`src/rtl/pipe_ctrl_pkg.sv`:
```
// Shared pipeline-control types: operand forward selects and
// hazard FSM states, also imported by the ID stage.
package pipe_ctrl_pkg;

  localparam logic [1:0] FWD_REG = 2'b00;
  localparam logic [1:0] FWD_EX  = 2'b01;
  localparam logic [1:0] FWD_MEM = 2'b10;

  typedef enum logic [1:0] {
    RUN      = 2'd0,
    MEM_WAIT = 2'd1,
    FLUSH    = 2'd2
  } hz_state_t;

  // EX wins over MEM; x0 and loads in EX never forward.
  function automatic logic [1:0] fwd_sel(
    input logic       used,
    input logic [4:0] rs,
    input logic [4:0] ex_rd,
    input logic       ex_we,
    input logic       ex_ld,
    input logic [4:0] mem_rd,
    input logic       mem_we
  );
    logic live;
    live = used && (rs != 5'd0);
    if (live && ex_we && !ex_ld && (ex_rd == rs))
      fwd_sel = FWD_EX;
    else if (live && mem_we && (mem_rd == rs))
      fwd_sel = FWD_MEM;
    else
      fwd_sel = FWD_REG;
  endfunction

endpackage

```
`src/rtl/sat_counter.sv`:
```
// Saturating up-counter used for the stall and flush statistics.
module sat_counter #(
  parameter int W = 16
) (
  input  logic         clk_i,
  input  logic         rst_i,
  input  logic         inc_i,
  output logic [W-1:0] cnt_o
);

  logic [W-1:0] cnt_q;
  logic [W-1:0] cnt_d;

  always_comb begin
    cnt_d = cnt_q;
    if (inc_i && (cnt_q != '1))
      cnt_d = cnt_q + 1'b1;
  end

  always_ff @(posedge clk_i or negedge rst_i) begin
    if (!rst_i) cnt_q <= '0;
    else        cnt_q <= cnt_d;
  end

  assign cnt_o = cnt_q;

endmodule

```
`src/rtl/hazard_controller.sv`:
```
// Hazard controller for the 5-stage RV32I pipeline: forwarding,
// load-use stalls, memory wait freezes and branch flush sequencing.
module hazard_controller
  import pipe_ctrl_pkg::*;
#(
  parameter int CNT_W       = 16,
  parameter int MEM_TIMEOUT = 64
) (
  input  logic             clk_i,
  input  logic             rst_i,
  input  logic [4:0]       ID_rs1_addr_i,
  input  logic [4:0]       ID_rs2_addr_i,
  input  logic             ID_rs1_used_i,
  input  logic             ID_rs2_used_i,
  input  logic             ID_branch_en_i,
  input  logic [4:0]       EX_rd_addr_i,
  input  logic             EX_rd_wr_en_i,
  input  logic             EX_is_load_i,
  input  logic [4:0]       MEM_rd_addr_i,
  input  logic             MEM_rd_wr_en_i,
  input  logic             MEM_req_i,
  input  logic             MEM_ready_i,
  output logic             IF_stall_o,
  output logic             ID_stall_o,
  output logic             ID_flush_o,
  output logic             EX_bubble_o,
  output logic             EX_hold_o,
  output logic             MEM_hold_o,
  output logic [1:0]       forward_reg1_o,
  output logic [1:0]       forward_reg2_o,
  output logic [CNT_W-1:0] stall_cnt_o,
  output logic [CNT_W-1:0] flush_cnt_o,
  output logic             mem_timeout_o
);

  localparam int TW = $clog2(MEM_TIMEOUT + 1);

  hz_state_t state_q, state_d;
  logic      flush_q, flush_d;
  logic      tmo_q, tmo_d;
  logic [TW-1:0] wcnt_q, wcnt_d;

  logic mem_wait;
  logic lu1, lu2;
  logic load_use;
  logic stall;
  logic branch_acc;

  assign mem_wait = MEM_req_i && !MEM_ready_i;

  assign lu1 = ID_rs1_used_i && (ID_rs1_addr_i != 5'd0)
            && EX_rd_wr_en_i && EX_is_load_i
            && (EX_rd_addr_i == ID_rs1_addr_i);
  assign lu2 = ID_rs2_used_i && (ID_rs2_addr_i != 5'd0)
            && EX_rd_wr_en_i && EX_is_load_i
            && (EX_rd_addr_i == ID_rs2_addr_i);

  assign load_use   = (lu1 || lu2) && !mem_wait;
  assign stall      = mem_wait || load_use;
  assign branch_acc = ID_branch_en_i && !stall;

  // A pending flush survives until ID actually advances.
  assign flush_d = branch_acc || (flush_q && stall);

  always_comb begin
    state_d = RUN;
    unique case (1'b1)
      mem_wait:              state_d = MEM_WAIT;
      branch_acc:            state_d = FLUSH;
      (flush_q && load_use): state_d = FLUSH;
      default:               state_d = RUN;
    endcase
  end

  always_comb begin
    wcnt_d = '0;
    if (mem_wait) begin
      if (state_q != MEM_WAIT)
        wcnt_d = TW'(1);
      else if (wcnt_q != TW'(MEM_TIMEOUT))
        wcnt_d = wcnt_q + 1'b1;
      else
        wcnt_d = wcnt_q;
    end
  end

  assign tmo_d = tmo_q || (wcnt_d == TW'(MEM_TIMEOUT));

  always_ff @(posedge clk_i or negedge rst_i) begin
    if (!rst_i) begin
      state_q <= RUN;
      flush_q <= 1'b0;
      tmo_q   <= 1'b0;
      wcnt_q  <= '0;
    end else begin
      state_q <= state_d;
      flush_q <= flush_d;
      tmo_q   <= tmo_d;
      wcnt_q  <= wcnt_d;
    end
  end

  sat_counter #(.W(CNT_W)) u_stall_cnt (
    .clk_i (clk_i),
    .rst_i (rst_i),
    .inc_i (stall),
    .cnt_o (stall_cnt_o)
  );

  sat_counter #(.W(CNT_W)) u_flush_cnt (
    .clk_i (clk_i),
    .rst_i (rst_i),
    .inc_i (branch_acc),
    .cnt_o (flush_cnt_o)
  );

  // Combinational outputs are forced idle while reset is held.
  assign IF_stall_o  = rst_i && stall;
  assign ID_stall_o  = rst_i && stall;
  assign EX_bubble_o = rst_i && load_use;
  assign EX_hold_o   = rst_i && mem_wait;
  assign MEM_hold_o  = rst_i && mem_wait;

  assign forward_reg1_o = !rst_i ? FWD_REG :
    fwd_sel(ID_rs1_used_i, ID_rs1_addr_i, EX_rd_addr_i,
            EX_rd_wr_en_i, EX_is_load_i, MEM_rd_addr_i,
            MEM_rd_wr_en_i);
  assign forward_reg2_o = !rst_i ? FWD_REG :
    fwd_sel(ID_rs2_used_i, ID_rs2_addr_i, EX_rd_addr_i,
            EX_rd_wr_en_i, EX_is_load_i, MEM_rd_addr_i,
            MEM_rd_wr_en_i);

  assign ID_flush_o    = flush_q;
  assign mem_timeout_o = tmo_q;

endmodule
```
`config.mk`:
```
export PLATFORM = sky130hd
export DESIGN_NAME = hazard_controller
export DESIGN_NICKNAME = d
export VERILOG_FILES = /design/src/rtl/pipe_ctrl_pkg.sv /design/src/rtl/sat_counter.sv /design/src/rtl/hazard_controller.sv
export SDC_FILE = /design/constraint.sdc
export NUM_CORES = 1
export LEC_CHECK = 0
export ABC_CLOCK_PERIOD_IN_PS = 5500
export CAP_MARGIN = 20
export CORE_AREA = 5 5 76 78
export DETAILED_ROUTE_END_ITERATION = 10
export DIE_AREA = 0 0 81 83
export PLACE_DENSITY_LB_ADDON = 0.3
export SYNTH_ARGS = -nofsm -noshare
export SYNTH_HDL_FRONTEND = slang
export SYNTH_SLANG_ARGS = --single-unit
export TNS_END_PERCENT = 30
```
`constraint.sdc`:
```
create_clock -name clk_i -period 5.5 [get_ports clk_i]
set_input_delay 1.1 -clock clk_i [delete_from_list [all_inputs] [get_ports clk_i]]
set_output_delay 1.1 -clock clk_i [all_outputs]
set_load 0.005 [all_outputs]
```
==> summary.md <==
| Metric | Value |
|---|---|
| CTS tree | `done` |
| Final instance area | `3360 µm²` |
| Synth cell types | `43` |
| R2R setup slack | `~3.3 ns` |
| Die footprint | `roughly 6700 µm²` |
| Post-synthesis compound-gate area fraction | `between 5 and 6%` |
| Crit-path slowest cell | `or4_4` |
| WL final | `~5700 µm` |
| Total track usage | `between 10% and 20%` |
| Total number of vias | `approximately 2100` |
| Status | `complete, no violations` |
| Critical Path RT | `4.40 ns` |
| CTS Buf Count | `5` |
| Number of DRC markers in iteration 0 | `100` |
| RSZ-0062 raised after global routing | `no` |
| WP buf/inv | `2` |
| First-pass GRT wire length | `9770 µm` |
| Slew headroom | `between 40% and 50%` |
| Fin. Hold Viols | `0` |
| Comb power frac | `approximately 29%` |
| Rows | `26` |
| Hold WS | `approximately 0.48 ns` |
| Clk_lat worst skew | `approximately 0.30 ns` |
| Area added between synthesis and finish | `35.5%` |
| Hold depth | `1` |
| Synthesized flop and latch total | `43` |
| F_max | `~0.23 GHz` |
| Syn. warnings | `0` |
| CTS sink count | `43` |
| Fin Setup TNS | `0 ns` |
| Multi-input logic area | `1340 µm²` |
| Maxcap violations | `0` |
| Vias in the first global route | `2167` |
| Clock slew at reported path FFs | `0.08 ns` |
| FF-to-FF End | `u_flush_cnt.cnt_o[11]` |
| Switching power | `0.000296 W` |
| Reg2Reg Depth | `7` |
| Power per Cell Area | `a little under 300 nW/µm²` |
| Sequential-to-total area share from yosys stat | `between 40% and 50%` |
| Critical path peak fanout | `15` |
| Routed len/inst | `~14 µm` |
| Cell Count, Final, Fillers Out | `about 400` |
| Cell internal pwr | `a little under 0.0007 W` |
| Max-slew violations | `0` |
| Hold EP | `mem_timeout_o` |
| I/O pins | `73` |
| Clk pwr share | `roughly a quarter` |
| Slew @ Worst Pin | `~0.79 ns` |
| Final HPWL DP | `between 4000 and 5000 µm` |
| Initial Util | `just under 50%` |
| Worst R2R Start | `u_flush_cnt.cnt_o[0]` |
| Min cycle time layout | `~4.4 ns` |
| Commonest non-fill, non-tap cell in the layout | `clkdlybuf4s50_1` |
| Fillcell total | `423` |
| Xor/xnor share of the synthesized area | `between 10% and 20%` |
| Fin nets | `between 300 and 400` |
| Switching share of power | `a little under a third` |
| Adder-cell area share of the yosys netlist | `2.02%` |
| Final setup viols | `0` |
| Mapped Cells | `roughly 250` |
| H-tree depth | `2` |
| PostCTS Resize Cnt | `0` |
| GRT overflow | `0` |
| Most frequent cells in the layout | `clkdlybuf4s50_1 (71), dfrtp_1 (43), xor2_1 (30), xnor2_1 (21), nor2_1 (21)` |
| Initial antenna violation count | `0` |
| DR pass1 iterations | `4` |
| CP delay by family, top | `simple AND/OR/NAND/NOR gates` |
| Area leader, netlist | `dfrtp_1` |
| Sequential Power Share | `~46%` |
| DRC | `0` |
| CP arrival | `3.33 ns` |
| Mux cell area share after synthesis | `around 3.2%` |
| Post-synth top area share | `a little over two fifths` |
| Core ar. | `roughly 5000 µm²` |
| VDD IR max | `between 0.2 and 0.25 mV` |
| Die Wd | `81 µm` |
| Dpl ws | `roughly 1.1 ns` |
| Hold_buf cts | `0` |
| CP dominant cell by count | `clkdlybuf4s50_1` |
| Synth Net Count | `~290` |
| Dpl cell area | `between 3000 and 4000 µm²` |
| CTS root buffer | `clkbuf_8` |
| Skew final | `~0.0094 ns` |
| Critical path's largest stage delay | `between 0.5 and 0.6 ns` |
| Critical path endpoint category | `primary output` |
| Crit Path Class | `in2out` |
| Largest family of logic cells by synthesized area | `simple AND/OR/NAND/NOR gates` |
| Final period utilization | `80.5%` |
| Synthesized area | `around 2500 µm²` |
| Share of cells above drive strength 1 | `around 7.3%` |
| Hold Crit Start | `mem_timeout_o` |
| Postcts setup bufs | `0` |
| Post-synthesis simple-gate area fraction | `25.2%` |
| Synth top area cells | `dfrtp_1 (43%), xor2_1 (11%), xnor2_1 (7.4%)` |
| Post-Place Cells | `just under 400` |
| Hold crit path type | `reg2reg` |
| Critical path launch point type | `input pin` |
| Largest net degree at the start of global routing | `39` |
| Via density | `~5.3` |
| Die height | `83 µm` |
| Antenna diode count | `0` |
| CTS Buffer Depth | `2` |
| Port bufs | `72` |
| Global placement routability congestion | `0.827` |
| Mean Syn Cell Area | `9.76 µm²` |
| Reg area | `about 1100 µm²` |
| P_leak | `about 1.4 nW` |
| Fin worst setup slack | `1.07 ns` |
| Critical path cell sequence | `clkdlybuf4s50_1 > or4_4 > o211ai_2 > o32a_2 > nand2_4 > and2_1 > clkdlybuf4s50_1` |
| Antenna Nets Post-Route | `0` |
flip-flops by register name, summed over array words and instances (netlist names), named ones only:
signal / cells
mem_timeout_o: 1
state_q: 2
u_flush_cnt.cnt_o: 16
u_stall_cnt.cnt_o: 16
wcnt_q: 7
layer usage:
metal,vias to the layer above,GRT usage (%),wire (µm)
met3,7,5.09,321
li1,1037,-,-
met1,1026,22.7,2490
met5,-,0,0
met2,58,29.8,2870
met4,0,4.76,62
logic make-up (layout without fill, tap and decap cells):
logic type | after synthesis | after routing
compound gates | 19 | 19
buf+inv | 14 | 88
mux | 7 | 7
simple gates | 116 | 116
fa+ha+maj | 4 | 4
flops | 43 | 43
xor+xnor | 51 | 51
metrics by stage:
step,power [W],utilization (%)
floorplan,0.000559,-
global placement,0.000729,64.8
detailed placement,0.000739,64.8
CTS,0.000991,67.1
global route,0.00104,67.1
finish,0.000981,67.1
cell usage after synthesis, drive strengths merged:
cell / instances
a21boi: 1
a21o: 1
a21oi: 5
a31oi: 2
a41o: 1
and2: 2
and3: 8
and4: 1
and4b: 1
buf: 5
clkbuf: 2
dfrtp: 43
ha: 4
inv: 7
mux2: 7
nand2: 19
nand2b: 3
nand3: 20
nand3b: 1
nand4: 14
nand4b: 1
nor2: 21
nor3: 13
nor4: 6
nor4b: 1
o211ai: 2
o21ai: 4
o31ai: 1
o32a: 1
o32ai: 1
or2: 1
or3: 2
or4: 2
xnor2: 21
xor2: 30
worst max path at each step:
stage	start	to	slack, ns	cells past startpoint
3_5_place_dp	ID_rs1_addr_i[1]	IF_stall_o	1.06	7
3_3_place_gp	ID_rs1_addr_i[1]	ID_stall_o	1.09	7
6_report	ID_rs1_addr_i[1]	IF_stall_o	1.07	7
2_1_floorplan	ID_rs1_addr_i[1]	IF_stall_o	1.89	7
5_1_grt	ID_rs1_addr_i[1]	IF_stall_o	0.96	7
4_1_cts	ID_rs1_addr_i[1]	IF_stall_o	1.06	7
cell type report:
cell class	instances	area share (%)
clock inverters	3	1.30
flip-flops and latches	43	32.0
inverters	7	0.782
repair buffers	73	21.5
well taps	70	2.61
clock buffers	5	2.05
multi-input cells	197	39.7
power by group through the flow:
stage | sequential (W) | combinational, W | clock (W)
2_1_floorplan | 0.000442 | 0.000117 | 0
5_1_grt | 0.000456 | 0.000315 | 0.000268
6_report | 0.000446 | 0.000287 | 0.000248
4_1_cts | 0.000445 | 0.000292 | 0.000254
3_5_place_dp | 0.000450 | 0.000290 | 0
3_3_place_gp | 0.000448 | 0.000281 | 0
No activity file was read; power rests on OpenSTA's default activity.
==> RTL change 1, RTL diff (same settings) <==
`MEM_TIMEOUT`: 64 -> 32.
--- a/src/rtl/hazard_controller.sv
+++ b/src/rtl/hazard_controller.sv
@@ -5,5 +5,5 @@
 #(
   parameter int CNT_W       = 16,
-  parameter int MEM_TIMEOUT = 64
+  parameter int MEM_TIMEOUT = 32
 ) (
   input  logic             clk_i,
Check against the original RTL: same outputs for any inputs over 10 cycles, from zero or initial values and one cycle with rst_i low; that may be too few to reach the edited logic, so the function may still have changed.
==> RTL change 1 against the unedited design <==
Total power decreased by 10%; first-iteration DRC count decreased by 20%; core utilization increased by 0.45 points; sequential cell count decreased by 1; area after synthesis increased by 0.86%; setup slack got worse by 0.33 ns; routed wire length increased by 2.1%; cell area increased by 0.67%.
==> RTL change 1: results (changes against the unedited design) <==
Clock network
  • CTS clk-pin slew, worst paths: 0.08 ns (about the same)
  • Cell chosen for the clock root: clkbuf_8
  • Clk_lat worst skew: 0.30 ns (about the same)
  • CTS max path bufs: 2 (unchanged)
  • Setup Buffers After CTS: 0 (unchanged)
  • H-tree depth: 2 (unchanged)
  • Cts repair resizes: 0 (unchanged)
  • Total CTS buffers: 5 (unchanged)

Yosys
  • Top area cells in the synthesized netlist: dfrtp_1 42%, xor2_1 13%, xnor2_1 6.0%, nand4_1 3.3%, nor2_1 2.9%
  • Mux contribution to synthesized area: 0.0260 (-0.00577)
  • XOR/XNOR Fraction of Synth Area: 0.189 (+0.00897)
  • Ys Warns: 0 (unchanged)
  • Net count after synthesis: 283 (-1.7%)
  • Synth cell types: 42 (-2.3%)
  • Async S/R FF share, synth: 1.00 (unchanged)
  • Compound-Gate Fraction of Synth Area: 0.0725 (+0.0186)
  • Post-synthesis sequential area ratio: 0.420 (-0.0137)
  • Commonest cells post-synth: 42 x dfrtp_1, 37 x xor2_1, 19 x nor2_1
  • Synthesized-area fraction occupied by adder cells: 0.0200 (-0.000172)

Power
  • Leakage: 0.00144 uW (+1.9%)
  • Worst VDD drop: 229 uV (-0.45%)

Global routing
  • GR Layer Usage met1: 0.251 (+0.0246)
  • Total global routing track utilization: 0.185 (+0.00564)
  • Largest net degree at the start of global routing: 30 (-23%)
  • GRT Residual Overflow: 0 (unchanged)
  • GR Util met3: 0.0390 (-0.0119)
  • Initial antenna violation count: 0 (unchanged)
  • First-pass GRT wire length: 10000 um (+2.5%)
  • Met2 Resource Use GR: 0.297 (-0.000747)

Timing
  • Clock skew: 0.00348 ns (-0.00595 ns)
  • Rel. slew slack: 0.608 (+0.135)
  • Worst hold slack: 0.472 ns (-0.00295 ns)

Run status
  • Outcome: complete, no violations

Setup path
  • RR Startpoint: u_stall_cnt.cnt_o[0]
  • R2R Setup Slk: 3.24 ns (-0.09 ns)
  • Worst-path fanout max: 11 (-4)
  • Crit. Startpoint: ID_rs1_addr_i[0]
  • Worst path max stage delay: 0.51 ns (-0.05 ns)
  • Arr. time, crit path: 3.65 ns (+0.32 ns)
  • Crit-path slowest cell: clkdlybuf4s50_1
  • Critical path's top delay family: buffers and inverters

Detailed routing
  • DRT Pass-1 Iters: 4 (unchanged)
  • DR iter-0 viols: 80 (-20%)
  • Vias: 2072 (-2.6%)
  • Drt total wl: 5870 um (+2.1%)

Final layout
  • Nets: 358 (-0.83%)
  • Diode count: 0 (unchanged)
  • Share of layout cells above drive strength 1: 0.0892 (+0.0161)

Hold path
  • Worst Hold Launch: mem_timeout_o
  • Hold WC Path Type: reg -> reg

Placement
  • PortBufs: 72 (unchanged)
  • Placed Area: 3290 sq um (+1.2%)
  • GPL Wtd Cong: 0.886 (+7.2%)
  • Hpwl dp: 4560 um (+3.0%)
## RTL change 1: worst paths after layout
kind                                    endpoint  cells after the start
max                                  EX_bubble_o                      8
min                                mem_timeout_o                      2
max reg2reg                 u_stall_cnt.cnt_o[1]                      6
min reg2reg                        mem_timeout_o                      2
max in group asynchronous              wcnt_q[5]                      2
min in group asynchronous  u_flush_cnt.cnt_o[11]                      1
## RTL change 1: power by group
part | switching [uW] | internal, uW | leakage (uW)
Clock | 107 | 101 | 0.0000472
Sequential | 66.5 | 358 | 0.000545
Combinational | 90.9 | 155 | 0.000849
## RTL change 1: layout make-up
cell class | count | area (sq um)
fillers | 429 | 1630
repair buffers | 76 | 746
flip-flops and latches | 42 | 1050
inverters | 6 | 22.5
multi-input cells | 193 | 1380
clock inverters | 2 | 12.5
well taps | 70 | 87.6
clock buffers | 6 | 82.6
## RTL change 1: through the flow
step | instances | worst slack (ns)
after global placement | 387 | 0.829
final | 395 | 0.746
after CTS | 395 | 0.767
after global routing | 395 | 0.606
after detailed placement | 387 | 0.793
after floorplan | 249 | 1.97
## RTL change 1: worst register-to-register path: stages (launching register included)
cell	delay [ns]
dfrtp_1	0.43
ha_1	0.19
and3_1	0.21
nand4_1	0.26
or3_1	0.52
o21ai_1	0.17
mux2_2	0.36
## RTL change 1: logic make-up (layout without fill, tap and decap cells)
group	Yosys count	after routing
buffers and inverters	14	90
and+or+nand+nor	107	107
DFF	42	42
xor gates and xnor gates	54	54
AOI/OAI and AO/OA	22	22
muxes	6	6
adders and majority gates	4	4
## RTL change 1: routing by layer
layer | vias to the layer above | wire length (um) | share of wire
met5 | - | 0 | 0
met4 | 0 | 77 | 0.013
met3 | 10 | 267 | 0.046
met2 | 51 | 2840 | 0.48
met1 | 982 | 2680 | 0.46
li1 | 1029 | - | -
==> RTL change 2, RTL diff (same settings) <==
Without the edit above. Reset style: synchronous (`rst_i`), changed in 2 clocked blocks.
--- a/src/rtl/sat_counter.sv
+++ b/src/rtl/sat_counter.sv
@@ -18,5 +18,5 @@
   end
 
-  always_ff @(posedge clk_i or negedge rst_i) begin
+  always_ff @(posedge clk_i) begin
     if (!rst_i) cnt_q <= '0;
     else        cnt_q <= cnt_d;
--- a/src/rtl/hazard_controller.sv
+++ b/src/rtl/hazard_controller.sv
@@ -87,5 +87,5 @@
   assign tmo_d = tmo_q || (wcnt_d == TW'(MEM_TIMEOUT));
 
-  always_ff @(posedge clk_i or negedge rst_i) begin
+  always_ff @(posedge clk_i) begin
     if (!rst_i) begin
       state_q <= RUN;
Formal check against the unedited RTL: differs if rst_i is asserted again (counterexample within 4 cycles, from zero or initial values and one cycle with rst_i low); with rst_i held inactive, the same outputs for 10 cycles.
==> RTL change 2 against the unedited design <==
Routed wire length grew 18%; maximum frequency fell by 0.99%; area after synthesis increased by 10%; sequential cell count unchanged; cell area is 6.4% higher; register-to-register slack got worse by 0.07 ns; setup slack got worse by 0.044 ns; critical endpoint is now forward_reg2_o[1]; highest routed layer unchanged.
Power is not compared: it rests on default switching activity, and its combinational part moved more than twofold at a synthesized area within 25%.
==> RTL change 2: results (changes against the unedited design) <==
Global routing
  • Vias in the first global route: 2595 (+20%)
  • First-pass GRT wire length: 11400 um (+16%)
  • Total global routing track utilization: 0.205 (+0.0258)

Setup path
  • Worst path max stage delay: 0.59 ns (+0.03 ns)
  • Crit. Startpoint: ID_rs2_addr_i[2]
  • Crit-path slowest cell: clkdlybuf4s50_1
  • WP depth: 6 (-1)
  • Worst-path fanout max: 5 (-10)
  • Critical path's top delay family: buffers and inverters
  • RR Startpoint: u_stall_cnt.cnt_o[6]

Yosys
  • Commonest cells post-synth: 49 x nand2_1, 43 x dfxtp_1, 29 x mux2i_1
  • Net count after synthesis: 375 (+30%)
  • Synth cell types: 41 (-4.7%)
  • Top area cells in the synthesized netlist: dfxtp_1 32%, mux2i_1 11%, nand2_1 6.7%, nand2b_1 6.4%, xnor2_1 6.1%
  • Mux contribution to synthesized area: 0.106 (+0.0746)
  • Most used DFF post-synth: dfxtp_1
  • Synthesized-area fraction occupied by adder cells: 0.0183 (-0.00184)
  • Async S/R FF share, synth: 0 (-1.00)
  • Compound-Gate Fraction of Synth Area: 0.103 (+0.0487)

Detailed routing
  • DR iter-0 viols: 213 (+110%)
  • Via density per instance: 5.61 (+4.9%)
  • Drt total wl: 6760 um (+18%)

Timing
  • Rel. slew slack: 0.319 (-0.153)
  • Clock skew: 0.00497 ns (-0.00445 ns)

Final layout
  • Fill count: 431 (+1.9%)
  • Share of layout cells above drive strength 1: 0.0468 (-0.0264)

Placement
  • GPL Wtd Cong: 0.829 (+0.33%)
  • Hpwl dp: 5120 um (+16%)
  • Placed Area: 3470 sq um (+6.9%)

Clock network
  • Total CTS buffers: 5 (unchanged)

Hold path
  • Worst Hold Launch: mem_timeout_o

Run status
  • Outcome: complete, no violations
==> RTL change 2: cell type report <==
class,instances,share of cell area
clock inverters,1,0.00210
multi-input cells,274,0.494
clock buffers,7,0.0269
repair buffers,74,0.204
well taps,70,0.0245
flip-flops and latches,43,0.241
inverters,7,0.00735
==> RTL change 2: worst register-to-register path: cells and delay by family, from the launching register on <==
kind / cells / cell delay, ns
flip-flops: 1 / 0.48
AND/OR/NAND/NOR: 4 / 1.24
AO/OA/AOI/OAI: 1 / 0.22
multiplexers: 1 / 0.17
==> RTL change 2: logic make-up after synthesis <==
kind of cell / count (synthesis)
muxes: 29
xor gates and xnor gates: 25
adders and majority gates: 4
AOI/OAI and AO/OA: 40
buffers and inverters: 24
DFF: 43
and+or+nand+nor: 176
==> RTL change 2: metal layers <==
metal  vias up  track usage  share of wire
li1       1344            -              -
met5         -            0              0
met3        11       0.0574          0.073
met1      1231        0.248           0.43
met4         0       0.0737          0.018
met2        83        0.342           0.48
==> RTL change 2: path summary, 6_finish.rpt <==
check	slack, ns	end
worst min register to register	0.47	mem_timeout_o
worst min-delay path	0.47	mem_timeout_o
worst max-delay path	1.03	forward_reg2_o[1]
worst max register to register	3.26	u_stall_cnt.cnt_o[8]
==> RTL change 2: power by group through the flow <==
stage,registers [uW],clock network (uW),logic [uW]
floorplan,326,0,42.9
global placement,326,0,81.4
detailed placement,327,0,84.3
CTS,319,231,84.7
global route,320,242,92.6
finish,319,227,84.1
==> RTL change 2: per-stage QoR <==
stage               cells   util  worst slack (ns)  hold slack, ns
finish                476  0.714              1.03           0.468
global route          476  0.714             0.890           0.496
CTS                   476  0.714              1.01           0.473
detailed placement    468  0.693              1.00           0.453
global placement      468  0.693              1.06           0.450
floorplan             341      -              1.83           0.450
